==> src/rtl/can_destuff_pkg.sv <==
// Shared definitions for the CAN receive destuffing stage: controller states,
// bit-stuffing / idle-detection lengths and bus level encodings.
package can_pkg;

    typedef enum logic [1:0] {
        WAIT_IDLE = 2'd0,
        IDLE      = 2'd1,
        FRAME     = 2'd2
    } can_state_t;

    localparam int CAN_STUFF_LEN = 5;
    localparam int CAN_IDLE_LEN  = 11;

    localparam logic RECESSIVE = 1'b1;
    localparam logic DOMINANT  = 1'b0;

endpackage

==> src/rtl/can_destuff.sv <==
// CAN receive destuffer: finds bus idle and SOF, strips stuff bits, flags stuff
// violations and emits a strobed destuffed bit stream for the CRC/field decoder.
module can_destuff
    import can_pkg::*;
#(
    parameter int STUFF_LEN = CAN_STUFF_LEN,
    parameter int IDLE_LEN  = CAN_IDLE_LEN
) (
    input  logic clk,
    input  logic rst_n,
    input  logic sample_valid,
    input  logic rx_bit,
    input  logic stuff_en,
    output logic dout,
    output logic dout_valid,
    output logic stuff_bit,
    output logic stuff_err,
    output logic sof,
    output logic bus_idle
);

    localparam int RW = $clog2(STUFF_LEN + 1);
    localparam int IW = $clog2(IDLE_LEN + 1);
    localparam logic [RW-1:0] RUN_ZERO = RW'(0);
    localparam logic [RW-1:0] RUN_ONE  = RW'(1);
    localparam logic [RW-1:0] RUN_MAX  = RW'(STUFF_LEN);
    localparam logic [IW-1:0] IDLE_ZERO = IW'(0);
    localparam logic [IW-1:0] IDLE_ONE  = IW'(1);
    localparam logic [IW-1:0] IDLE_MAX  = IW'(IDLE_LEN);

    can_state_t    state_r, state_s;
    logic [RW-1:0] run_cnt_r, run_cnt_s;
    logic [IW-1:0] idle_cnt_r, idle_cnt_s, idle_inc_s;
    logic          last_bit_r, last_bit_s;
    logic          dout_s, dout_valid_s, stuff_bit_s, stuff_err_s, sof_s;

    // Next-state and next-output decode, evaluated only on sample strobes.
    always_comb begin
        state_s      = state_r;
        run_cnt_s    = run_cnt_r;
        idle_cnt_s   = idle_cnt_r;
        last_bit_s   = last_bit_r;
        dout_s       = dout;
        dout_valid_s = 1'b0;
        stuff_bit_s  = 1'b0;
        stuff_err_s  = 1'b0;
        sof_s        = 1'b0;
        idle_inc_s   = (idle_cnt_r == IDLE_MAX) ? IDLE_MAX : (idle_cnt_r + IDLE_ONE);

        if (sample_valid) begin
            case (state_r)
                WAIT_IDLE: begin
                    if (rx_bit == RECESSIVE) begin
                        idle_cnt_s = idle_inc_s;
                        if (idle_inc_s == IDLE_MAX) begin
                            state_s = IDLE;
                        end else begin
                            state_s = WAIT_IDLE;
                        end
                    end else begin
                        idle_cnt_s = IDLE_ZERO;
                    end
                end
                IDLE: begin
                    if (rx_bit == DOMINANT) begin
                        dout_s       = DOMINANT;
                        dout_valid_s = 1'b1;
                        sof_s        = 1'b1;
                        last_bit_s   = DOMINANT;
                        run_cnt_s    = RUN_ONE;
                        idle_cnt_s   = IDLE_ZERO;
                        state_s      = FRAME;
                    end else begin
                        state_s = IDLE;
                    end
                end
                FRAME: begin
                    // The stuff slot wins even after stuff_en drops, so the
                    // stuff bit trailing the last CRC bit is still removed.
                    if (run_cnt_r == RUN_MAX) begin
                        if (rx_bit != last_bit_r) begin
                            stuff_bit_s = 1'b1;
                            last_bit_s  = rx_bit;
                            run_cnt_s   = RUN_ONE;
                        end else begin
                            stuff_err_s = 1'b1;
                            idle_cnt_s  = IDLE_ZERO;
                            state_s     = WAIT_IDLE;
                        end
                    end else if (stuff_en) begin
                        dout_s       = rx_bit;
                        dout_valid_s = 1'b1;
                        if (rx_bit == last_bit_r) begin
                            run_cnt_s = run_cnt_r + RUN_ONE;
                        end else begin
                            run_cnt_s  = RUN_ONE;
                            last_bit_s = rx_bit;
                        end
                    end else begin
                        run_cnt_s = RUN_ZERO;
                        if ((rx_bit == RECESSIVE) && (idle_inc_s == IDLE_MAX)) begin
                            idle_cnt_s = idle_inc_s;
                            state_s    = IDLE;
                        end else if (rx_bit == RECESSIVE) begin
                            idle_cnt_s   = idle_inc_s;
                            dout_s       = rx_bit;
                            dout_valid_s = 1'b1;
                        end else begin
                            idle_cnt_s   = IDLE_ZERO;
                            dout_s       = rx_bit;
                            dout_valid_s = 1'b1;
                        end
                    end
                end
                default: begin
                    state_s    = WAIT_IDLE;
                    idle_cnt_s = IDLE_ZERO;
                end
            endcase
        end else begin
            state_s = state_r;
        end
    end

    // Controller state and counters.
    always_ff @(posedge clk or negedge rst_n) begin
        if (!rst_n) begin
            state_r    <= WAIT_IDLE;
            run_cnt_r  <= RUN_ZERO;
            idle_cnt_r <= IDLE_ZERO;
            last_bit_r <= RECESSIVE;
        end else begin
            state_r    <= state_s;
            run_cnt_r  <= run_cnt_s;
            idle_cnt_r <= idle_cnt_s;
            last_bit_r <= last_bit_s;
        end
    end

    // Registered outputs; pulses are single-cycle because their next value defaults low.
    always_ff @(posedge clk or negedge rst_n) begin
        if (!rst_n) begin
            dout       <= 1'b0;
            dout_valid <= 1'b0;
            stuff_bit  <= 1'b0;
            stuff_err  <= 1'b0;
            sof        <= 1'b0;
            bus_idle   <= 1'b0;
        end else begin
            dout       <= dout_s;
            dout_valid <= dout_valid_s;
            stuff_bit  <= stuff_bit_s;
            stuff_err  <= stuff_err_s;
            sof        <= sof_s;
            bus_idle   <= (state_s == IDLE);
        end
    end

endmodule

==> config.mk <==
export PLATFORM = sky130hd
export DESIGN_NAME = can_destuff
export DESIGN_NICKNAME = d
export VERILOG_FILES = /design/src/rtl/can_destuff_pkg.sv /design/src/rtl/can_destuff.sv
export SDC_FILE = /design/constraint.sdc
export NUM_CORES = 1
export LEC_CHECK = 0
export CELL_PAD_IN_SITES_DETAIL_PLACEMENT = 1
export CELL_PAD_IN_SITES_GLOBAL_PLACEMENT = 2
export CORE_ASPECT_RATIO = 1.25
export CORE_UTILIZATION = 37
export CTS_CLUSTER_SIZE = 10
export DETAILED_ROUTE_END_ITERATION = 10
export PLACE_DENSITY = 0.79
export SYNTH_ARGS = -nofsm -noshare
export SYNTH_HDL_FRONTEND = slang
export SYNTH_SLANG_ARGS = --single-unit
==> constraint.sdc <==
create_clock -name clk -period 2.8 [get_ports clk]
set_input_delay 0.42 -clock clk [delete_from_list [all_inputs] [get_ports clk]]
set_output_delay 0.42 -clock clk [all_outputs]
set_load 0.02 [all_outputs]
==> results.md, run 1 <==
- Outcome: finished, final reports clean
- Final max-slew violation count: 0
- Critical Path Source Type: flop
- Final TNS setup: 0 ns
- Commonest cells after routing, fill and taps aside: dfrtp_1, nand2_1, clkdlybuf4s50_1
- CP Data Arrival Time: 2.32 ns
- Layout area overhead: 13.0%
- Core box area: 0.00273 mm^2
- Post-CTS sizing: 0
- Row cnt: 21
- Final min period: 2.10 ns
- Clock transition at path regs: 0.09 ns
- Cells after DPL: 159
- CTS Buffer Depth: 2
- Residual DRC: 0
- Dpl hpwl: 2170 um
- Critical setup path kind: flop to flop
- Antenna Nets Post-Route: 0
- Gr usage total: 0.194
- Worst reg2reg path startpoint: state_r[0]$_DFF_PN0_
- Initial Utilization: 0.399
- Dpl cell area: 0.00120 mm^2
- Antenna Cells: 0
- Routed wire per std cell: 16.9 um
- Commonest non-fill, non-tap cell in the layout: dfrtp_1
- IO Pins: 11
- Power Total: 0.000994 W
- Layout Cells excl Fill: 163
- Largest net degree at the start of global routing: 17
- Flops & latches, synth: 16
- Final Setup Violations: 0
- Max VDD drop: 0.000410 V
- Fraction of layout cells with a size suffix above 1: 0.0853
- First-pass GRT wire length: 4690 um
- Clk Latency, worst-skew pair: 0.29 ns
- First-pass DRT Iterations: 4
- Clk sinks: 16
- Grt ovf: 0
- Hold Vio Cnt, Final: 0
- # Post-CTS Setup Buffers: 0
- DR vias: 947
- Worst slew margin: 0.528
- DRT iter0 DRCs: 17
- Max_cap viols: 0
- Syn. warnings: 0
- Critical path startpoint: state_r[0]$_DFF_PN0_
- Antenna violations before repair: 0
- IO buf count: 10
- Fin crit share: 0.749
- Die ar.: 0.00317 mm^2
- Layout Nets: 142
- Syn avg cell area: 9.24 um^2
- Die Wd: 50.5 um
- Total CTS buffers: 3
- CTS root buf: clkbuf_4
- Post-synth ARST share: 1.00
- Chip height: 62.7 um
- Vias in the first global route: 1015
- Crit path required time: 3.02 ns
- RSZ-0062 raised after global routing: no
- Cell variety after synth: 48
- Via count normalized by instance count: 5.81
- Post-Route WL: 2760 um
- Post-Syn Instances: 118
- # hold bufs at CTS: 0
- Final Skew: 0.00134 ns
- Crit-path max FO: 8
- Syn_nets: 130
- Final core occ: 0.451
- Post-synth EDFFs: 0
- Fillcell total: 337
- Worst-margin pin slew: 0.706 ns
- CTS H-Tree Depth: 1
- TritonCTS clock tree: done
- P per Cell Area: 808 mW/mm^2
- Sequential area share after synthesis: 0.369
- Top FF cell, synth: dfrtp_1
- Gp weighted congestion: 0.810
- Worst setup EP type: flop
- Post-synthesis cell area: 0.00109 mm^2
- Fmax achieved: 0.477 GHz
- Worst Hold Launch: run_cnt_r[1]$_DFFE_PN0P_
- Leak: 0.531 nW
- Hold WC Path Type: flop to flop
- Final instance area: 0.00123 mm^2
[cells by family (layout without fill, tap and decap cells)]
family                     Yosys count  after routing  share of synthesized area
muxes                                3              3                     0.0298
adders and majority gates            7              7                     0.0804
AOI/OAI and AO/OA                   33             33                      0.219
and+or+nand+nor                     47             47                      0.233
DFF                                 16             16                      0.369
xor gates and xnor gates             2              2                     0.0161
buffers and inverters               10             21                     0.0528
[metrics by stage]
stage	worst slack (ns)	hold slack, ns
4_1_cts	0.705	0.547
3_5_place_dp	0.510	0.527
3_3_place_gp	0.542	0.518
5_1_grt	0.574	0.592
6_report	0.704	0.543
2_1_floorplan	0.956	0.124
[where the power goes]
part / internal [W] / switching [W] / leakage, nW
Combinational: 0.000201 / 0.000293 / 0.304
Sequential: 0.000297 / 0.0000742 / 0.212
Clock: 0.0000554 / 0.0000731 / 0.0150
Total: 0.000554 / 0.000441 / 0.531
[registers in the layout, summed over array words and instances (netlist names)]
signal	flops
dout	1
dout_valid	1
sof	1
run_cnt_r	3
bus_idle	1
state_r	2
stuff_bit	1
idle_cnt_r	4
stuff_err	1
last_bit_r	1
[layer usage]
layer,global-route usage,vias up,part of all wire
met5,0,-,0
met4,0.0729,0,0.015
met3,0.0292,4,0.015
met2,0.333,10,0.50
met1,0.239,476,0.47
li1,-,457,-
[area by class of cell]
cell class | count | area [um^2] | share of cell area
Multi-Input combinational cell | 92 | 631 | 0.512
Sequential cell | 16 | 402 | 0.326
Timing Repair Buffer | 11 | 108 | 0.0874
Tap cell | 34 | 42.5 | 0.0346
Clock buffer | 4 | 26.3 | 0.0213
Inverter | 6 | 22.5 | 0.0183
[synth_stat cells, types with 2 or more instances]
library cell	n	share of area
ha_1	7	0.080
nor2b_1	2	0.011
o2111ai_1	3	0.024
o21ai_0	4	0.018
dfrtp_1	15	0.34
nor4_1	2	0.011
nand3_1	5	0.023
a21oi_1	7	0.032
nand2_1	14	0.048
and3_1	4	0.023
buf_6	2	0.021
o21ai_1	2	0.0092
inv_1	6	0.021
a31oi_1	2	0.011
nand2b_1	2	0.011
nand3b_1	2	0.014
mux2_1	2	0.021
nor2_1	7	0.024
[worst max-delay path: stages, from the launching register on]
cell and delay, ns:
dfrtp_1 0.42, inv_1 0.12, ha_1 0.32, and3_2 0.27
a221o_1 0.39, or3_1 0.39, o21ai_1 0.13
[worst paths after layout]
kind / end / slack, ns / cells after the start
min reg2reg: run_cnt_r[1]$_DFFE_PN0P_ / 0.54 / 2
min in group asynchronous: idle_cnt_r[1]$_DFFE_PN0P_ / 0.55 / 1
min: run_cnt_r[1]$_DFFE_PN0P_ / 0.54 / 2
max: run_cnt_r[1]$_DFFE_PN0P_ / 0.70 / 6
max in group asynchronous: dout$_DFFE_PN0P_ / 1.81 / 1
max reg2reg: run_cnt_r[1]$_DFFE_PN0P_ / 0.70 / 6
(Power assumes the default switching activity.)
==> inputs of run 2 (changes only) <==
- CORE_UTILIZATION: 37 -> 34
- PLACE_DENSITY: 0.79 -> 0.73
- clock period: 2.8 -> 2.1 ns (I/O delays scaled with it)
==> run 2 against run 1 <==
Die area increased by 8.5%. Non-clock buffer count increased by 12. Global-route usage increased by 0.59 points. Combinational power increased by 58%. Sequential share of layout area decreased by 2.5 points. Clock skew increased by 0.0024 ns. Sequential power increased by 32%. Worst hold slack got worse by 0.22 ns. Critical endpoint is now bus_idle$_DFF_PN0_. Critical path depth decreased by 1.
==> results.md, run 2 (synthesis gave the netlist of run 1 again) <==
- Outcome: finished, final reports clean (unchanged)
- Dpl cell area: 0.00130 mm^2 (was 0.00120 mm^2)
- Power Total: 0.00149 W (was 0.000994 W)
- Gr usage total: 0.200 (was 0.194)
- DR vias: 994 (was 947)
- Worst-margin pin slew: 0.392 ns (was 0.706 ns)
- CP Data Arrival Time: 2.16 ns (was 2.32 ns)
- Layout Nets: 154 (was 142)
- Critical Path Source Type: flop (unchanged)
- Initial Utilization: 0.363 (was 0.399)
- IO Pins: 11 (unchanged)
- Worst path cell trace: ha_1 -> or4b_1 -> nand3_1 -> o2111ai_1 -> a211oi_1 (was inv_1 -> ha_1 -> and3_2 -> a221o_1 -> or3_1 -> o21ai_1)
- Worst slew margin: 0.736 (was 0.528)
- Final max-slew violation count: 0 (unchanged)
- Vias in the first global route: 1048 (was 1015)
- Post-CTS sizing: 0 (unchanged)
- Crit-path max FO: 7 (was 8)
- Grt ovf: 0 (unchanged)
- IO buf count: 10 (unchanged)
- Crit path required time: 2.31 ns (was 3.02 ns)
- CP peak stage delay: 0.51 ns (was 0.42 ns)
- Worst path setup slack after routing: 0.148 ns (was 0.704 ns)
- Clk sinks: 16 (unchanged)
- Top Registers: idle_cnt_r x4, run_cnt_r x3, state_r x2 (unchanged)
- Dpl hpwl: 2280 um (was 2170 um)
- Die ar.: 0.00344 mm^2 (was 0.00317 mm^2)
- Commonest cells after routing, fill and taps aside: dfrtp_1, nand2_1, buf_4, clkdlybuf4s50_1 (was dfrtp_1, nand2_1, clkdlybuf4s50_1)
- DRT iter0 DRCs: 32 (was 17)
- Fmax achieved: 0.512 GHz (was 0.477 GHz)
- Leak: 0.596 nW (was 0.531 nW)
- R2R depth: 5 (was 6)
- Final instance area: 0.00133 mm^2 (was 0.00123 mm^2)
- Routed wire per std cell: 16.4 um (was 16.9 um)
- Antenna Cells: 0 (unchanged)
- Largest net degree at the start of global routing: 17 (unchanged)
- Antenna violations before repair: 0 (unchanged)
- Post-Route WL: 2900 um (was 2760 um)
- Die Wd: 52.6 um (was 50.5 um)
- Number of flip-flops under the largest register name: 4 (unchanged)
- CTS H-Tree Depth: 1 (unchanged)
- Worst reg2reg path startpoint: idle_cnt_r[0]$_DFFE_PN0P_ (was state_r[0]$_DFF_PN0_)
- Layout area overhead: 22.4% (was 13.0%)
- First-pass GRT wire length: 4950 um (was 4690 um)
- Final Skew: 0.00379 ns (was 0.00134 ns)
- TritonCTS clock tree: done (unchanged)
- Final Setup Violations: 0 (unchanged)
- Max VDD drop: 0.000556 V (was 0.000410 V)
- # hold bufs at CTS: 0 (unchanged)
- Clock transition at path regs: 0.10 ns (was 0.09 ns)
- Worst reg2reg setup slack: 0.15 ns (was 0.70 ns)
- P per Cell Area: 1120 mW/mm^2 (was 808 mW/mm^2)
- First-pass DRT Iterations: 4 (unchanged)
- Row cnt: 22 (was 21)
- Max_cap viols: 0 (unchanged)
- Most flops, register: idle_cnt_r (unchanged)
- # Post-CTS Setup Buffers: 0 (unchanged)
- Hold Vio Cnt, Final: 0 (unchanged)
- DP Worst Slack: 0.0732 ns (was 0.510 ns)
- Critical setup path kind: flop to flop (unchanged)
- Hold WC Path Type: input pin to async pin (was flop to flop)
- CTS Buffer Depth: 2 (unchanged)
- Chip height: 65.3 um (was 62.7 um)
- Fraction of layout cells with a size suffix above 1: 0.170 (was 0.0853)
- Final min period: 1.95 ns (was 2.10 ns)
- Antenna Nets Post-Route: 0 (unchanged)
- Worst path slowest cell: or4b_1 (was dfrtp_1)
- Worst setup EP type: flop (unchanged)
- CTS root buf: clkbuf_4 (unchanged)
- RSZ-0062 raised after global routing: no (unchanged)
- Final TNS setup: 0 ns (unchanged)
- R2R Path End: bus_idle$_DFF_PN0_ (was run_cnt_r[1]$_DFFE_PN0P_)
- Gp weighted congestion: 0.789 (was 0.810)
- Total CTS buffers: 3 (unchanged)
- Commonest non-fill, non-tap cell in the layout: dfrtp_1 (unchanged)
- Via count normalized by instance count: 5.62 (was 5.81)
- Fin crit share: 0.929 (was 0.749)
- Core box area: 0.00300 mm^2 (was 0.00273 mm^2)
- Family with the most delay on the worst path: simple AND/OR/NAND/NOR gates (unchanged)
- Clk Latency, worst-skew pair: 0.30 ns (was 0.29 ns)
- Residual DRC: 0 (unchanged)
- Worst Path Buf+Inv: 0 (was 1)
[run 2: cell count changes in the layout (fill, tap and decap cells not counted)]
cell / change
buf_4: +12
clkbuf_1: -1
clkbuf_8: +1
[run 2: how the worst max path moves through the flow]
stage | cells past startpoint | startpoint | end
global placement | 6 | rx_bit | bus_idle$_DFF_PN0_
detailed placement | 6 | rx_bit | bus_idle$_DFF_PN0_
global route | 5 | idle_cnt_r[0]$_DFFE_PN0P_ | bus_idle$_DFF_PN0_
floorplan | 6 | state_r[0]$_DFF_PN0_ | run_cnt_r[1]$_DFFE_PN0P_
CTS | 5 | idle_cnt_r[0]$_DFFE_PN0P_ | bus_idle$_DFF_PN0_
finish | 5 | idle_cnt_r[0]$_DFFE_PN0P_ | bus_idle$_DFF_PN0_
[run 2: cell type report]
type	instances	area, um^2
Tap cell	36	45.0
Multi-Input combinational cell	92	631
Fill cell	358	1670
Sequential cell	16	402
Timing Repair Buffer	23	198
Clock buffer	4	36.3
Inverter	6	22.5
[run 2: worst reg2reg max path: cells and delay by family, from the launching register on]
kind	cells	cell delay, ns
AND/OR/NAND/NOR	2	0.70
flip-flops	1	0.45
AO/OA/AOI/OAI	2	0.43
adder cells (fa/ha/maj)	1	0.28
[run 2: through the flow]
| step | hold WS, ns | util | cells |
|---|---|---|---|
| 6_report | 0.327 | 0.445 | 177 |
| 5_1_grt | 0.340 | 0.445 | 177 |
| 4_1_cts | 0.327 | 0.445 | 177 |
| 3_5_place_dp | 0.525 | 0.432 | 173 |
| 3_3_place_gp | 0.507 | 0.432 | 173 |
| 2_1_floorplan | 0.0194 | - | 118 |
[run 2: report_power, final]
group	switching, W	leakage [nW]	internal, W
logic	0.000417	0.363	0.000366
registers	0.0000957	0.212	0.000396
clock network	0.000111	0.0210	0.000106
total	0.000624	0.596	0.000868
[run 2: per-layer routing]
layer	vias to the layer above	wire, um	GRT usage
met4	0	49	0.0789
met1	497	1370	0.249
met5	-	0	0
li1	481	-	-
met3	6	47	0.0208
met2	10	1430	0.343
==> inputs of run 3 (changes only) <==
- CORE_UTILIZATION: 34 -> 30
- HOLD_SLACK_MARGIN: default -> 0.1
- PLACE_DENSITY: 0.73 -> 0.66
==> run 3 against run 2 <==
Sequential share of layout area down 0.66 points. Core utilization down 5.3 points. Global-route usage down 2.8 points. Design area up 2.3%. Clock power up 31%. Register-to-register slack about the same.
==> results.md, run 3 (synthesis gave the netlist of run 1 again) <==
- Dpl hpwl: 2390 um (was 2280 um)
- R2R depth: 6 (was 5)
- Max VDD drop: 0.000433 V (was 0.000556 V)
- Worst path setup slack after routing: 0.156 ns (was 0.148 ns)
- Crit path required time: 2.28 ns (was 2.31 ns)
- Top Registers: idle_cnt_r x4, run_cnt_r x3, state_r x2 (unchanged)
- Fmax achieved: 0.514 GHz (was 0.512 GHz)
- P per Cell Area: 1160 mW/mm^2 (was 1120 mW/mm^2)
- Gr usage total: 0.172 (was 0.200)
- Clk sinks: 16 (unchanged)
- Leak: 0.609 nW (was 0.596 nW)
- Final Setup Violations: 0 (unchanged)
- Residual DRC: 0 (unchanged)
- Critical setup path kind: flop to flop (unchanged)
- Largest net degree at the start of global routing: 17 (unchanged)
- Core box area: 0.00348 mm^2 (was 0.00300 mm^2)
- Fin crit share: 0.926 (was 0.929)
- Layout area overhead: 25.1% (was 22.4%)
- IO Pins: 11 (unchanged)
- Final min period: 1.94 ns (was 1.95 ns)
- CTS Buffer Depth: 2 (unchanged)
- Initial Utilization: 0.313 (was 0.363)
- Most flops, register: idle_cnt_r (unchanged)
- First-pass DRT Iterations: 4 (unchanged)
- Critical Path Source Type: flop (unchanged)
- Gp weighted congestion: 0.782 (was 0.789)
- Final max-slew violation count: 0 (unchanged)
- RSZ-0062 raised after global routing: no (unchanged)
- # Post-CTS Setup Buffers: 0 (unchanged)
- Post-CTS sizing: 0 (unchanged)
- Hold WC Path Type: input pin to async pin (unchanged)
- Number of flip-flops under the largest register name: 4 (unchanged)
- Antenna violations before repair: 0 (unchanged)
- Worst reg2reg setup slack: 0.16 ns (was 0.15 ns)
- Chip height: 69.4 um (was 65.3 um)
- Worst reg2reg path startpoint: state_r[0]$_DFF_PN0_ (was idle_cnt_r[0]$_DFFE_PN0P_)
- Via count normalized by instance count: 5.49 (was 5.62)
- Max_cap viols: 0 (unchanged)
- DRT iter0 DRCs: 21 (was 32)
- Antenna Cells: 0 (unchanged)
- Layout Nets: 155 (was 154)
- Row cnt: 24 (was 22)
- Crit-path max FO: 4 (was 7)
- Antenna Nets Post-Route: 0 (unchanged)
- Die ar.: 0.00388 mm^2 (was 0.00344 mm^2)
- CTS H-Tree Depth: 1 (unchanged)
- TritonCTS clock tree: done (unchanged)
- Outcome: finished, final reports clean (unchanged)
- Clock transition at path regs: 0.07 ns (was 0.10 ns)
- Power Total: 0.00158 W (was 0.00149 W)
- Worst slew margin: 0.743 (was 0.736)
- Clk Latency, worst-skew pair: 0.25 ns (was 0.30 ns)
- Fraction of layout cells with a size suffix above 1: 0.176 (was 0.170)
- Worst setup EP type: flop (unchanged)
- # hold bufs at CTS: 0 (unchanged)
- IO buf count: 10 (unchanged)
- DR vias: 994 (unchanged)
- Final Skew: 0.00199 ns (was 0.00379 ns)
- Total CTS buffers: 3 (unchanged)
- R2R Path End: run_cnt_r[2]$_DFFE_PN0P_ (was bus_idle$_DFF_PN0_)
- Routed wire per std cell: 16.9 um (was 16.4 um)
- Final TNS setup: 0 ns (unchanged)
- Grt ovf: 0 (unchanged)
- Die Wd: 55.9 um (was 52.6 um)
- CP Data Arrival Time: 2.13 ns (was 2.16 ns)
- Commonest cells after routing, fill and taps aside: dfrtp_1, nand2_1, buf_4, clkdlybuf4s50_1 (unchanged)
- Commonest non-fill, non-tap cell in the layout: dfrtp_1 (unchanged)
- Vias in the first global route: 1064 (was 1048)
- Hold Vio Cnt, Final: 0 (unchanged)
- CTS root buf: clkbuf_8 (was clkbuf_4)
- First-pass GRT wire length: 5140 um (was 4950 um)
- Post-Route WL: 3050 um (was 2900 um)
- Worst-margin pin slew: 0.381 ns (was 0.392 ns)
- DP Worst Slack: 0.0569 ns (was 0.0732 ns)
## run 3: changes by cell type in the layout (fill, tap and decap cells not counted), sizes merged
cell,previous run,this run
buf,13,14
## run 3: worst max-delay path: stages, from the launching register on
cell and delay, ns:
dfrtp_1 0.42, inv_1 0.11, ha_1 0.26, and3_2 0.25, a221o_1 0.33, or3_1 0.38
o21ai_1 0.13
## run 3: worst max-delay path by stage
stage                         startpoint                   endpoint  slack (ns)  depth (start not counted)
floorplan           state_r[0]$_DFF_PN0_   run_cnt_r[1]$_DFFE_PN0P_        0.26                          6
global placement                  rx_bit  idle_cnt_r[0]$_DFFE_PN0P_        0.10                          5
detailed placement                rx_bit   run_cnt_r[2]$_DFFE_PN0P_        0.06                          5
CTS                 state_r[0]$_DFF_PN0_   run_cnt_r[2]$_DFFE_PN0P_        0.15                          6
global route        state_r[0]$_DFF_PN0_   run_cnt_r[2]$_DFFE_PN0P_        0.06                          6
finish              state_r[0]$_DFF_PN0_   run_cnt_r[2]$_DFFE_PN0P_        0.16                          6
## run 3: metal layers
metal	vias to the layer above	GRT usage	routed length (um)
met4	0	0.0705	25
li1	482	-	-
met3	2	0.0205	38
met1	504	0.208	1390
met5	-	0	0
met2	6	0.307	1600
## run 3: stage by stage
stage | cell area (um^2) | instances | hold slack [ns] | utilization
after floorplan | 1090 | 118 | 0.0194 | -
after global placement | 1310 | 177 | 0.518 | 0.376
after detailed placement | 1310 | 177 | 0.526 | 0.376
after CTS | 1360 | 181 | 0.388 | 0.392
after global routing | 1360 | 181 | 0.404 | 0.392
final | 1360 | 181 | 0.387 | 0.392
## run 3: layout make-up
cell class                      count  area [um^2]
Clock buffer                        4         55.1
Fill cell                         419         2120
Inverter                            6         22.5
Multi-Input combinational cell     92          631
Sequential cell                    16          402
Tap cell                           39         48.8
Timing Repair Buffer               24          205
## run 3: power by group
group	leakage [nW]	internal, W	switching (W)
combinational	0.368	0.000374	0.000433
sequential	0.212	0.000396	0.0000885
clock	0.0288	0.000166	0.000117
total	0.609	0.000937	0.000639
